### config.mk
export PLATFORM = sky130hd
export DESIGN_NAME = updown_counter_ctrl
export DESIGN_NICKNAME = d
export VERILOG_FILES = /design/src/rtl/counter_pkg.sv /design/src/rtl/updown_counter_ctrl_tick_gen.sv /design/src/rtl/updown_counter_ctrl.sv
export SDC_FILE = /design/constraint.sdc
export NUM_CORES = 1
export LEC_CHECK = 0
export ABC_AREA = 1
export CAP_MARGIN = 20
export CELL_PAD_IN_SITES_DETAIL_PLACEMENT = 1
export CELL_PAD_IN_SITES_GLOBAL_PLACEMENT = 1
export CORE_MARGIN = 5
export CORE_UTILIZATION = 42
export DETAILED_ROUTE_END_ITERATION = 10
export PLACE_DENSITY_LB_ADDON = 0.25
export SETUP_SLACK_MARGIN = 0.1
export SYNTH_ARGS = -nofsm -noshare
export SYNTH_HDL_FRONTEND = slang
export SYNTH_HIERARCHICAL = 1
export SYNTH_SLANG_ARGS = --single-unit
### constraint.sdc
create_clock -name clk -period 2.85 [get_ports clk]
set_clock_uncertainty 0.2 [all_clocks]
set_input_delay 0.285 -clock clk [delete_from_list [all_inputs] [get_ports clk]]
set_output_delay 0.285 -clock clk [all_outputs]
set_load 0.02 [all_outputs]
### src/rtl/counter_pkg.sv
`default_nettype none
// ============================================================================
//  Module      : counter_pkg
//  Description : Shared definitions for the up/down counter controller:
//                FSM state encoding, count limit, mode encoding and the
//                decimal wrap-around step function.
//  Revision    : 1.0 - initial release
// ============================================================================
package counter_pkg;

    // FSM state encoding (2-bit, explicit width)
    localparam logic [1:0] ST_STOP  = 2'd0;
    localparam logic [1:0] ST_RUN   = 2'd1;
    localparam logic [1:0] ST_CLEAR = 2'd2;

    // Largest value shown on the 4-digit display
    localparam logic [13:0] MAX_COUNT = 14'd9999;

    // Direction switch encoding
    localparam logic MODE_UP   = 1'b0;
    localparam logic MODE_DOWN = 1'b1;

    // One count step in the selected direction, wrapping inside 0..MAX_COUNT
    function automatic logic [13:0] next_count(input logic [13:0] count,
                                               input logic        mode);
        logic [13:0] result;
        result = count;
        case (mode)
            MODE_UP:   result = (count == MAX_COUNT) ? 14'd0 : count + 14'd1;
            MODE_DOWN: result = (count == 14'd0) ? MAX_COUNT : count - 14'd1;
        endcase
        return result;
    endfunction

endpackage
`default_nettype wire

### src/rtl/updown_counter_ctrl_tick_gen.sv
`default_nettype none
// ============================================================================
//  Module      : tick_gen
//  Description : Clock divider producing a one-cycle tick every DIV enabled
//                cycles. The divider holds while disabled so that a paused
//                counter resumes with the same tick phase; clr zeroes it.
//  Revision    : 1.0 - initial release
// ============================================================================
module tick_gen
    import counter_pkg::*;
#(
    parameter int DIV = 10
) (
    input  logic clk,
    input  logic reset,
    input  logic en,
    input  logic clr,
    output logic tick
);

    // DIV is at least 2, so the counter is always at least one bit wide
    localparam int CNT_W = $clog2(DIV);
    localparam logic [CNT_W-1:0] c_last = CNT_W'(DIV - 1);

    logic [CNT_W-1:0] r_div_cnt;

    // Divider: clear wins, otherwise count 0..DIV-1 only while enabled
    always_ff @(posedge clk or posedge reset) begin
        if (reset) begin
            r_div_cnt <= '0;
        end else if (clr) begin
            r_div_cnt <= '0;
        end else if (en) begin
            if (r_div_cnt == c_last) begin
                r_div_cnt <= '0;
            end else begin
                r_div_cnt <= r_div_cnt + 1'b1;
            end
        end
    end

    // Terminal count while enabled; en is a state decode, so this is register-only
    assign tick = en && (r_div_cnt == c_last);

endmodule
`default_nettype wire

### src/rtl/updown_counter_ctrl.sv
`default_nettype none
// ============================================================================
//  Module      : updown_counter_ctrl
//  Description : Run/stop/clear controller for a 0..9999 decimal up/down
//                counter feeding the FND display path. Three-state FSM
//                (STOP / RUN / one-cycle CLEAR), tick divider sub-module,
//                registered count, registered mode LED and optional blinking
//                decimal point on digit 1.
//  Options     : COUNTER_DOT_BLINK_EN - when defined, the digit-1 dot toggles
//                every BLINK_TICKS ticks in RUN; otherwise all dots stay off.
//  Revision    : 1.0 - initial release
// ============================================================================
module updown_counter_ctrl
    import counter_pkg::*;
#(
    parameter int CLK_FREQ    = 100_000_000,
    parameter int TICK_HZ     = 10,
    parameter int BLINK_TICKS = 5
) (
    input  logic        clk,
    input  logic        reset,
    input  logic        btn_run_stop,
    input  logic        btn_clear,
    input  logic        sw_mode,
    output logic [13:0] fndData,
    output logic [3:0]  fndDot,
    output logic        run_led,
    output logic        mode_led
);

    // Divider terminal count; must be at least 2
    localparam int DIV = CLK_FREQ / TICK_HZ;

    logic [1:0]  r_state;
    logic [1:0]  w_state_next;
    logic        w_en;
    logic        w_clr;
    logic        w_tick;
    logic [13:0] r_count;
    logic        r_mode;

    // ------------------------------------------------------------------------
    // FSM
    // ------------------------------------------------------------------------

    // State register
    always_ff @(posedge clk or posedge reset) begin
        if (reset) begin
            r_state <= ST_STOP;
        end else begin
            r_state <= w_state_next;
        end
    end

    // Next-state logic: clear beats run/stop in STOP, clear is ignored in RUN
    always_comb begin
        w_state_next = r_state;
        case (r_state)
            ST_STOP: begin
                if (btn_clear) begin
                    w_state_next = ST_CLEAR;
                end else if (btn_run_stop) begin
                    w_state_next = ST_RUN;
                end
            end
            ST_RUN: begin
                if (btn_run_stop) begin
                    w_state_next = ST_STOP;
                end
            end
            ST_CLEAR: begin
                w_state_next = ST_STOP;
            end
            default: begin
                w_state_next = ST_STOP;
            end
        endcase
    end

    // Output decode: all derived from the state register only
    always_comb begin
        w_en    = (r_state == ST_RUN);
        w_clr   = (r_state == ST_CLEAR);
        run_led = (r_state == ST_RUN);
    end

    // ------------------------------------------------------------------------
    // Tick divider
    // ------------------------------------------------------------------------
    tick_gen #(
        .DIV   (DIV)
    ) u_tick_gen (
        .clk   (clk),
        .reset (reset),
        .en    (w_en),
        .clr   (w_clr),
        .tick  (w_tick)
    );

    // ------------------------------------------------------------------------
    // Count datapath
    // ------------------------------------------------------------------------

    // Count register: zeroed in CLEAR, stepped on each tick in the sampled direction.
    // A run/stop pulse coinciding with a tick still lets the tick apply, since
    // the state is RUN during that cycle.
    always_ff @(posedge clk or posedge reset) begin
        if (reset) begin
            r_count <= 14'd0;
        end else if (w_clr) begin
            r_count <= 14'd0;
        end else if (w_tick) begin
            r_count <= next_count(r_count, sw_mode);
        end
    end

    assign fndData = r_count;

    // Mode LED: registered copy of the direction switch
    always_ff @(posedge clk or posedge reset) begin
        if (reset) begin
            r_mode <= 1'b0;
        end else begin
            r_mode <= sw_mode;
        end
    end

    assign mode_led = r_mode;

    // ------------------------------------------------------------------------
    // Decimal-point blink
    // ------------------------------------------------------------------------
`ifdef COUNTER_DOT_BLINK_EN
    localparam int BLINK_W = (BLINK_TICKS > 1) ? $clog2(BLINK_TICKS) : 1;
    localparam logic [BLINK_W-1:0] c_blink_last = BLINK_W'(BLINK_TICKS - 1);

    logic [BLINK_W-1:0] r_blink_cnt;
    logic               r_dot_on;

    // Blink counter and dot state: advance only on ticks, hold in STOP, off on CLEAR
    always_ff @(posedge clk or posedge reset) begin
        if (reset) begin
            r_blink_cnt <= '0;
            r_dot_on    <= 1'b0;
        end else if (w_clr) begin
            r_blink_cnt <= '0;
            r_dot_on    <= 1'b0;
        end else if (w_tick) begin
            if (r_blink_cnt == c_blink_last) begin
                r_blink_cnt <= '0;
                r_dot_on    <= ~r_dot_on;
            end else begin
                r_blink_cnt <= r_blink_cnt + 1'b1;
            end
        end
    end

    // Active-low dots: only digit 1 blinks
    assign fndDot = {1'b1, 1'b1, ~r_dot_on, 1'b1};
`else
    localparam int c_unused_blink_ticks = BLINK_TICKS;

    // All dots permanently off
    assign fndDot = 4'b1111;
`endif

endmodule
`default_nettype wire

### After elaboration in Yosys (flattened, before gate mapping)

Cells that the tools add are included.

| word-level totals | value |
|---|---|
| flip-flop bits (word level) | 41 |
| bits of input ports | 5 |

| cells by class | value |
|---|---|
| add/sub/neg operators | 3 |
| equal/unequal tests | 6 |
| muxes and demuxes | 12 |
| bitwise operators | 1 |
| reduce and logical (&&, ||, !) cells | 6 |

Operators with widths:

| cell | count |
|---|---|
| two-way mux 24 bit | 3 |
| two-way mux 14 bit | 4 |
| one-hot mux 14 bit (2 select lines) | 1 |
| adder 24 x 1 -> 24 bit, second input constant | 1 |
| equality test 24 bit, second input constant | 1 |
| adder 14 x 1 -> 14 bit, second input constant | 1 |
| equality test 14 bit, second input constant | 1 |
| logical NOT 14 bit | 1 |
| subtractor 14 x 1 -> 14 bit, second input constant | 1 |
| two-way mux 2 bit | 3 |
| one-hot mux 2 bit (2 select lines) | 1 |
| nonzero test 2 bit | 2 |
| != test 3 bit, second input constant | 1 |
| equality test 2 x 1 -> 1 bit, second input constant | 1 |
| equality test 2 bit, second input constant | 1 |
| logical NOT 2 bit | 1 |
| != test 2 bit, second input constant | 1 |
| AND reduction 2 bit | 1 |
| logical AND 1 bit | 1 |
| NOT 1 bit | 1 |

### Logic depth before layout (Yosys ltp)

Gate-level depths: netlist of the first run.

| depth | value |
|---|---|
| depth in word-level cells | 5 |
| mapped depth | 11 |
| depth with buffers taken out | 11 |

### By module

The synthesis of the first run kept the hierarchy.

By module, submodules not included:

| module | times used | cells each | area each (um2) | sequential area each (um2) |
|---|---|---|---|---|
| tick_gen | 1 | 238 | 1,624.1 | 600.6 |
| updown_counter_ctrl | 1 | 250 | 1,604.0 | 425.4 |

### Worst setup path after synthesis of the first run

OpenSTA, ideal clock, no wires.

| timing path | value |
|---|---|
| path kind | register to register |
| start | register r_state[0] |
| end | register r_count[8], in the netlist fndData[8] |
| setup time | 0.077 ns |
| arrival time | 1.856 ns |
| data required time | 2.573 ns |
| setup slack | 0.717 ns |
| cell stages (with the launch flop) | 11 |
| path buffers | 0 |
| clock period less this slack | 2.133 ns |
| cell sequence | dfrtp_1 > inv_1 > nor2_1 > inv_1 > nor3_1 > o21ai_0 > inv_1 > nand2_1 > inv_2 > nand3_1 > o21ai_1 |

| between the ends | value |
|---|---|
| word-level cells in the longest chain between the ends | 3 |

RTL lines:

| element | line | source |
|---|---|---|
| start, declared | updown_counter_ctrl.sv:34 | `logic [1:0] r_state;` |
| start signal, assigned | updown_counter_ctrl.sv:51 | `r_state <= w_state_next;` |
| equality test 2 x 1 -> 1 bit | n/a |  |
| named net run_led | updown_counter_ctrl.sv:27 | `output logic run_led,` |
| logical AND 1 bit | updown_counter_ctrl_tick_gen.sv:43 | `assign tick = en && (r_div_cnt == c_last);` |
| named net w_tick | updown_counter_ctrl.sv:38 | `logic w_tick;` |
| nonzero test 2 bit (no source line) | n/a |  |
| end signal, assigned | updown_counter_ctrl.sv:113 | `r_count <= next_count(r_count, sw_mode);` |
| end, declared | updown_counter_ctrl.sv:39 | `logic [13:0] r_count;` |

The timed path passes the listed nets, and every way through them passes these cells.
A chain may end at the register's enable or synchronous reset.

### Worst setup path after layout of the first run

| timing path | value |
|---|---|
| start | register u_tick_gen.r_div_cnt[1] |
| end | register r_count[8], in the netlist fndData[8] |

| between the ends | value |
|---|---|
| word-level cells in the longest chain between the ends | 3 |

RTL lines:

| element | line | source |
|---|---|---|
| start, declared | updown_counter_ctrl_tick_gen.sv:25 | `logic [CNT_W-1:0] r_div_cnt;` |
| start signal, assigned | updown_counter_ctrl_tick_gen.sv:37 | `r_div_cnt <= r_div_cnt + 1'b1;` |
| equality test 24 bit | updown_counter_ctrl_tick_gen.sv:43 |  |
| logical AND 1 bit | updown_counter_ctrl_tick_gen.sv:43 |  |
| named net w_tick | updown_counter_ctrl.sv:38 |  |
| nonzero test 2 bit (no source line) | n/a |  |

The timed path passes the listed nets, and every way through them passes these cells.

==> out/metrics.yaml, run 1 <==
place_hpwl_um: 7530
seq_area_um2: 1030
slew_violations: 0
grt_pass1_vias: 3316
crit_slowest_cell: "dfrtp_1"
top_layer_used: "met4"
reg2regPathDepth: 11
dp_slack_ns: 0.447
slew_headroom_pct: 49.1
synth.top_cell.area_share_pct: 31.8
wl_per_cell_um: 16.0
ir_worst_vdd_v: 0.000216
power.leakage_nw: 1.66
portBuffers: 20
wl_met3_um: 366
grt_pass1_wl_um: 16700
n_antenna_cell: 0
worstSetupPathType: "register to register"
wl_met2_um: 4580
p_switching_w: 0.000362
final_area_um2: 3570
finalNetCount: 516
postRouteAntennaNets: 0
ios: 25
period_needed_ns: 2.43
async_flop_share_pct: 100
h-tree-depth: 2
status: "finished clean"
cp_cell_sequence: "ha_1 > nand2_2 > nor2_4 > nand4_1 > nor3_1 > o21ai_0 > inv_1 > nand2_1 > inv_2 > nand3_1 > o21ai_1"
grt_usage_pct: 21.3
setup_viol: 0
synth.distinct_cells: 35
die_x_um: 97.7
cts_resized: 0
core_area_um2: 7610
cp_max_fo: 7
drv_cap: 0
multi_input_comb_area_um2: 1870
syn_avg_cell_area_um2: 6.61
path_clk_slew_ns: 0.09
start_kind: "register"
fillers: 1039
yosysMostFrequentCell: "nand2_1"
syn_inst: 488
worstReg2RegStart: "u_tick_gen/r_div_cnt[1]"
ys_ff_latch: 41
tritoncts: "yes"
postCtsSetupBuffers: 0
pwr-share-clk_pct: 36.0
die_area_um2: 9540
whs_ns: 0.161
die_h_um: 97.7
clkLatencyLatePin_ns: 0.30
num_vias: 3197
post_drt_via_cell_ratio: 5.23
rsz0062_at_grt: "false"
grt_max_degree: 25
gp_congestion: 0.870
cts.sinks: 41
hold_viol_final: 0
yosys.area.top_type: "dfrtp_1"
antenna_found_initial: 0
fmax_mhz: 411
powerDensity_nw_per_um2: 333
setup_slack_ns: 0.418
fin_crit_sh_pct: 85.3
firstDrtPassIters: 5
synth_edf_count: 0
ys_top_cells_by_area: "dfrtp_1 32%, nand2_1 17%, nor2_1 8.0%"
dpl_cell_area_um2: 3480
yosys_warnings: 6
holdBufCountCts: 0
final.setup.tns_ns: 0
cts-root-buf: "clkbuf_8"
p_sw_share_pct: 30.4
initial_core_util_pct: 42.4
power_frac_comb_pct: 12.8
worstReg2RegEnd: "fndData[8]"
worstPathRequired_ns: 2.88
critPathCaptureType: "register"
fin_util_pct: 47.0
internal_power_w: 0.000829
worstPathArrival_ns: 2.46
hp-class: "input pin to asynchronous set/reset pin"
wl_um: 9790
overflow: 0
wl_met1_um: 4760
worst_slew_pin_slew_ns: 0.763
numCtsBuffers: 5
ff2ff_setup_slack_ns: 0.42
syn_area_um2: 3230
drt_iter0_drc: 154
rows: 32
syn_to_final_growth_pct: 10.7
drcViolationCount: 0
synth_commonest_cells: "145 x nand2_1, 69 x nor2_1, 53 x inv_1, 45 x nand3_1, 41 x dfrtp_1"
cts_buffer_depth: 2
seqPwrFrac_pct: 51.2
cpPeakStageDelay_ns: 0.40
drive_above_1_share_pct: 11.0
synth_top_flop_cell: "dfrtp_1"
synth_seq_area_share_pct: 31.8
-- area by class of cell --
class / count / share of cell area, %
clock buffer: 6 / 2.31
clock inverter: 2 / 0.385
inverter: 59 / 6.34
multi-input combinational: 378 / 52.5
sequential: 41 / 28.7
tap: 102 / 3.57
timing repair buffer: 23 / 6.23
-- worst max-delay path by stage --
stage	start	end	slack, ns	cells past startpoint
floorplan	r_state[0]	fndData[8]	0.72	10
global placement	u_tick_gen/r_div_cnt[0]	fndData[8]	0.59	11
detailed placement	u_tick_gen/r_div_cnt[1]	fndData[8]	0.45	11
CTS	u_tick_gen/r_div_cnt[1]	fndData[8]	0.42	11
global route	u_tick_gen/r_div_cnt[1]	fndData[8]	0.23	11
finish	u_tick_gen/r_div_cnt[1]	fndData[8]	0.42	11
-- placed cells by master (no fill, tap or decap), types with 8 or more instances in the layout --
cell,instances
dfrtp_1,41
inv_1,53
o21ai_0,9
nand4_1,21
nor2_1,69
o21ai_1,9
nand2_1,145
xor2_1,12
nand3_1,45
a21oi_1,8
nor2_2,19
clkdlybuf4s50_1,20
-- flip-flops by register name (all words and copies together) (netlist names) --
register              cells
u_tick_gen/r_div_cnt     24
mode_led                  1
fndData                  14
r_state                   2
-- worst max-delay path, delay by kind of cell (launching register included) --
family                     cells  cell delay (ns)
DFF                            1             0.40
adders and majority gates      1             0.22
buffers and inverters          2             0.37
and+or+nand+nor                6             0.87
AOI/OAI and AO/OA              2             0.28
-- power by group through the flow --
stage	Combinational [W]	Sequential (W)	Clock [W]
3_5_place_dp	0.000155	0.000621	0
2_1_floorplan	0.000110	0.000619	0
3_3_place_gp	0.000149	0.000619	0
4_1_cts	0.000156	0.000610	0.000443
6_report	0.000153	0.000610	0.000429
5_1_grt	0.000173	0.000612	0.000465
-- kinds of logic (layout without fill, tap and decap cells) --
logic type	count (synthesis)	count (layout)	synth area share [%]
adder cells (fa/ha/maj)	3	3	1.16
XOR/XNOR	15	15	4.30
AO/OA/AOI/OAI	29	29	4.73
buffers and inverters	72	90	10.5
flip-flops	41	41	31.8
AND/OR/NAND/NOR	327	327	47.4
other	1	4	0.116
-- through the flow --
stage,instances,power [W]
finish,611,0.00119
global route,611,0.00125
CTS,611,0.00121
detailed placement,603,0.000777
global placement,603,0.000768
floorplan,491,0.000729
-- layer usage --
layer	GRT usage [%]	vias to the layer above
li1	-	1582
met3	2.30	8
met5	0	-
met2	34.1	50
met4	5.32	0
met1	30.8	1557
(Power assumes the default switching activity.)
==> run 2, diff against run 1 <==
CTS_BUF_LIST = sky130_fd_sc_hd__clkbuf_16   (was not set)
GPL_TIMING_DRIVEN = 0   (was not set)
==> out/metrics.yaml, run 2 (synthesis gave the netlist of run 1 again) <==
status: "finished clean"
postCtsSetupBuffers: 0  # unchanged
finalNetCount: 527  # +2.1%
gp_congestion: 0.842  # -3.2%
hold_viol_final: 0  # unchanged
grt_usage_pct: 21.2  # -0.11 points
tritoncts: "yes"
place_hpwl_um: 7470  # -0.87%
postRouteAntennaNets: 0  # unchanged
worstSetupPathType: "register to register"
final_area_um2: 3740  # +4.7%
grt_pass1_wl_um: 16500  # -1.7%
clkLatencyLatePin_ns: 0.29  # about the same
cp_max_fo: 7  # unchanged
antenna_found_initial: 0  # unchanged
cts_resized: 0  # unchanged
critPathCaptureType: "register"
final.setup.tns_ns: 0  # unchanged
top_register: "u_tick_gen/r_div_cnt"
whs_ns: 0.0247  # -0.137 ns
slew_headroom_pct: 54.0  # +4.9 points
fin_util_pct: 49.2  # +2.2 points
fin_crit_sh_pct: 86.1  # +0.79 points
holdBufCountCts: 0  # unchanged
portBuffers: 20  # unchanged
worstReg2RegStart: "u_tick_gen/r_div_cnt[0]"
h-tree-depth: 2  # unchanged
wl_per_cell_um: 15.7  # -1.7%
start_kind: "register"
hp-class: "input pin to asynchronous set/reset pin"
worstPathRequired_ns: 2.86  # -0.02 ns
dpl_cell_area_um2: 3570  # +2.6%
die_h_um: 97.7  # unchanged
ir_worst_vdd_v: 0.000219  # +1.6%
core_area_um2: 7610  # unchanged
final_cell_mix: "145 x nand2_1, 69 x nor2_1, 52 x inv_1, 45 x nand3_1, 41 x dfrtp_1"
post_drt_via_cell_ratio: 5.27  # +0.66%
layout_commonest_cell: "nand2_1"
overflow: 0  # unchanged
syn_to_final_growth_pct: 15.9
die_x_um: 97.7  # unchanged
die_area_um2: 9540  # unchanged
numCtsBuffers: 5  # unchanged
worstPathArrival_ns: 2.47  # about the same
p_switching_w: 0.000386  # +6.4%
cts_buffer_depth: 2  # unchanged
drcViolationCount: 0  # unchanged
period_needed_ns: 2.45  # +0.0226 ns
grt_max_degree: 25  # unchanged
ios: 25  # unchanged
path_clk_slew_ns: 0.06  # -0.03 ns
drv_cap: 0  # unchanged
reg2regPathDepth: 11  # unchanged
setup_viol: 0  # unchanged
dp_slack_ns: 0.174  # -0.274 ns
power.leakage_nw: 1.74  # +4.8%
internal_power_w: 0.000966  # +16%
grt_pass1_vias: 3298  # -0.54%
p_sw_share_pct: 28.5  # -1.9 points
drt_iter0_drc: 145  # -5.8%
largest_reg_flops: 24  # unchanged
rsz0062_at_grt: "false"
cts.sinks: 41  # unchanged
drive_above_1_share_pct: 12.9  # +1.9 points
fillers: 1030  # -0.87%
pwr-share-clk_pct: 42.3  # +6.3 points
slew_violations: 0  # unchanged
seqPwrFrac_pct: 45.2  # -6.0 points
worst_slew_pin_slew_ns: 0.689  # -0.0736 ns
initial_core_util_pct: 42.4  # unchanged
cts-root-buf: "clkbuf_16"
firstDrtPassIters: 4  # -1
powerDensity_nw_per_um2: 361  # +8.3%
power_frac_comb_pct: 12.5  # -0.3 points
wl_um: 9790  # about the same
setup_slack_ns: 0.395  # -0.0226 ns
rows: 32  # unchanged
n_antenna_cell: 0  # unchanged
worstReg2RegEnd: "fndData[0]"
num_vias: 3276  # +2.5%
ff2ff_setup_slack_ns: 0.40  # -0.02 ns
fmax_mhz: 407  # -0.92%
==> run 2: layout make-up <==
type,count,area (um^2),area share [%]
tap,102,128,3.41
clock inverter,3,17.5,0.468
buffer,13,113,3.01
inverter,59,226,6.05
clock buffer,5,125,3.34
sequential,41,1030,27.4
multi-input combinational,378,1880,50.2
timing repair buffer,21,228,6.08
==> run 2: worst max-delay path by stage <==
stage                             from  slack [ns]          to
2_1_floorplan               r_state[0]        0.72  fndData[8]
3_3_place_gp   u_tick_gen/r_div_cnt[0]        0.27  fndData[0]
3_5_place_dp   u_tick_gen/r_div_cnt[0]        0.17  fndData[0]
4_1_cts        u_tick_gen/r_div_cnt[0]        0.13  fndData[0]
5_1_grt        u_tick_gen/r_div_cnt[1]        0.22  fndData[0]
6_report       u_tick_gen/r_div_cnt[0]        0.40  fndData[0]
==> run 2: critical path: stages, from the launching register on <==
cell and delay [ns]:
dfrtp_1 0.40, ha_1 0.23, nand2_2 0.09, nor2_4 0.15
nand4_1 0.13, nor3_2 0.26, o21ai_0 0.21, inv_2 0.21
nand2_1 0.17, inv_2 0.14, nand2_1 0.10, o21ai_1 0.08
==> run 2: layer usage <==
| metal | share of wire [%] | routed length (um) | vias to the layer above | track usage (%) |
|---|---|---|---|---|
| li1 | - | - | 1606 | - |
| met1 | 49 | 4820 | 1615 | 30.2 |
| met2 | 47 | 4560 | 47 | 34.6 |
| met3 | 3.2 | 313 | 8 | 2.15 |
| met4 | 0.98 | 96 | 0 | 5.01 |
| met5 | 0 | 0 | - | 0 |
==> run 2: metrics by stage <==
stage                     power [W]  instances
after floorplan            0.000729        491
after detailed placement   0.000786        613
after global placement     0.000779        613
after global routing        0.00141        622
final                       0.00135        622
after CTS                   0.00136        621
==> run 2: power by group through the flow <==
stage	Clock (W)	Combinational (W)	Sequential (W)
after CTS	0.000585	0.000165	0.000610
after floorplan	0	0.000110	0.000619
after detailed placement	0	0.000165	0.000621
after global placement	0	0.000159	0.000620
final	0.000572	0.000169	0.000610
after global routing	0.000610	0.000189	0.000612
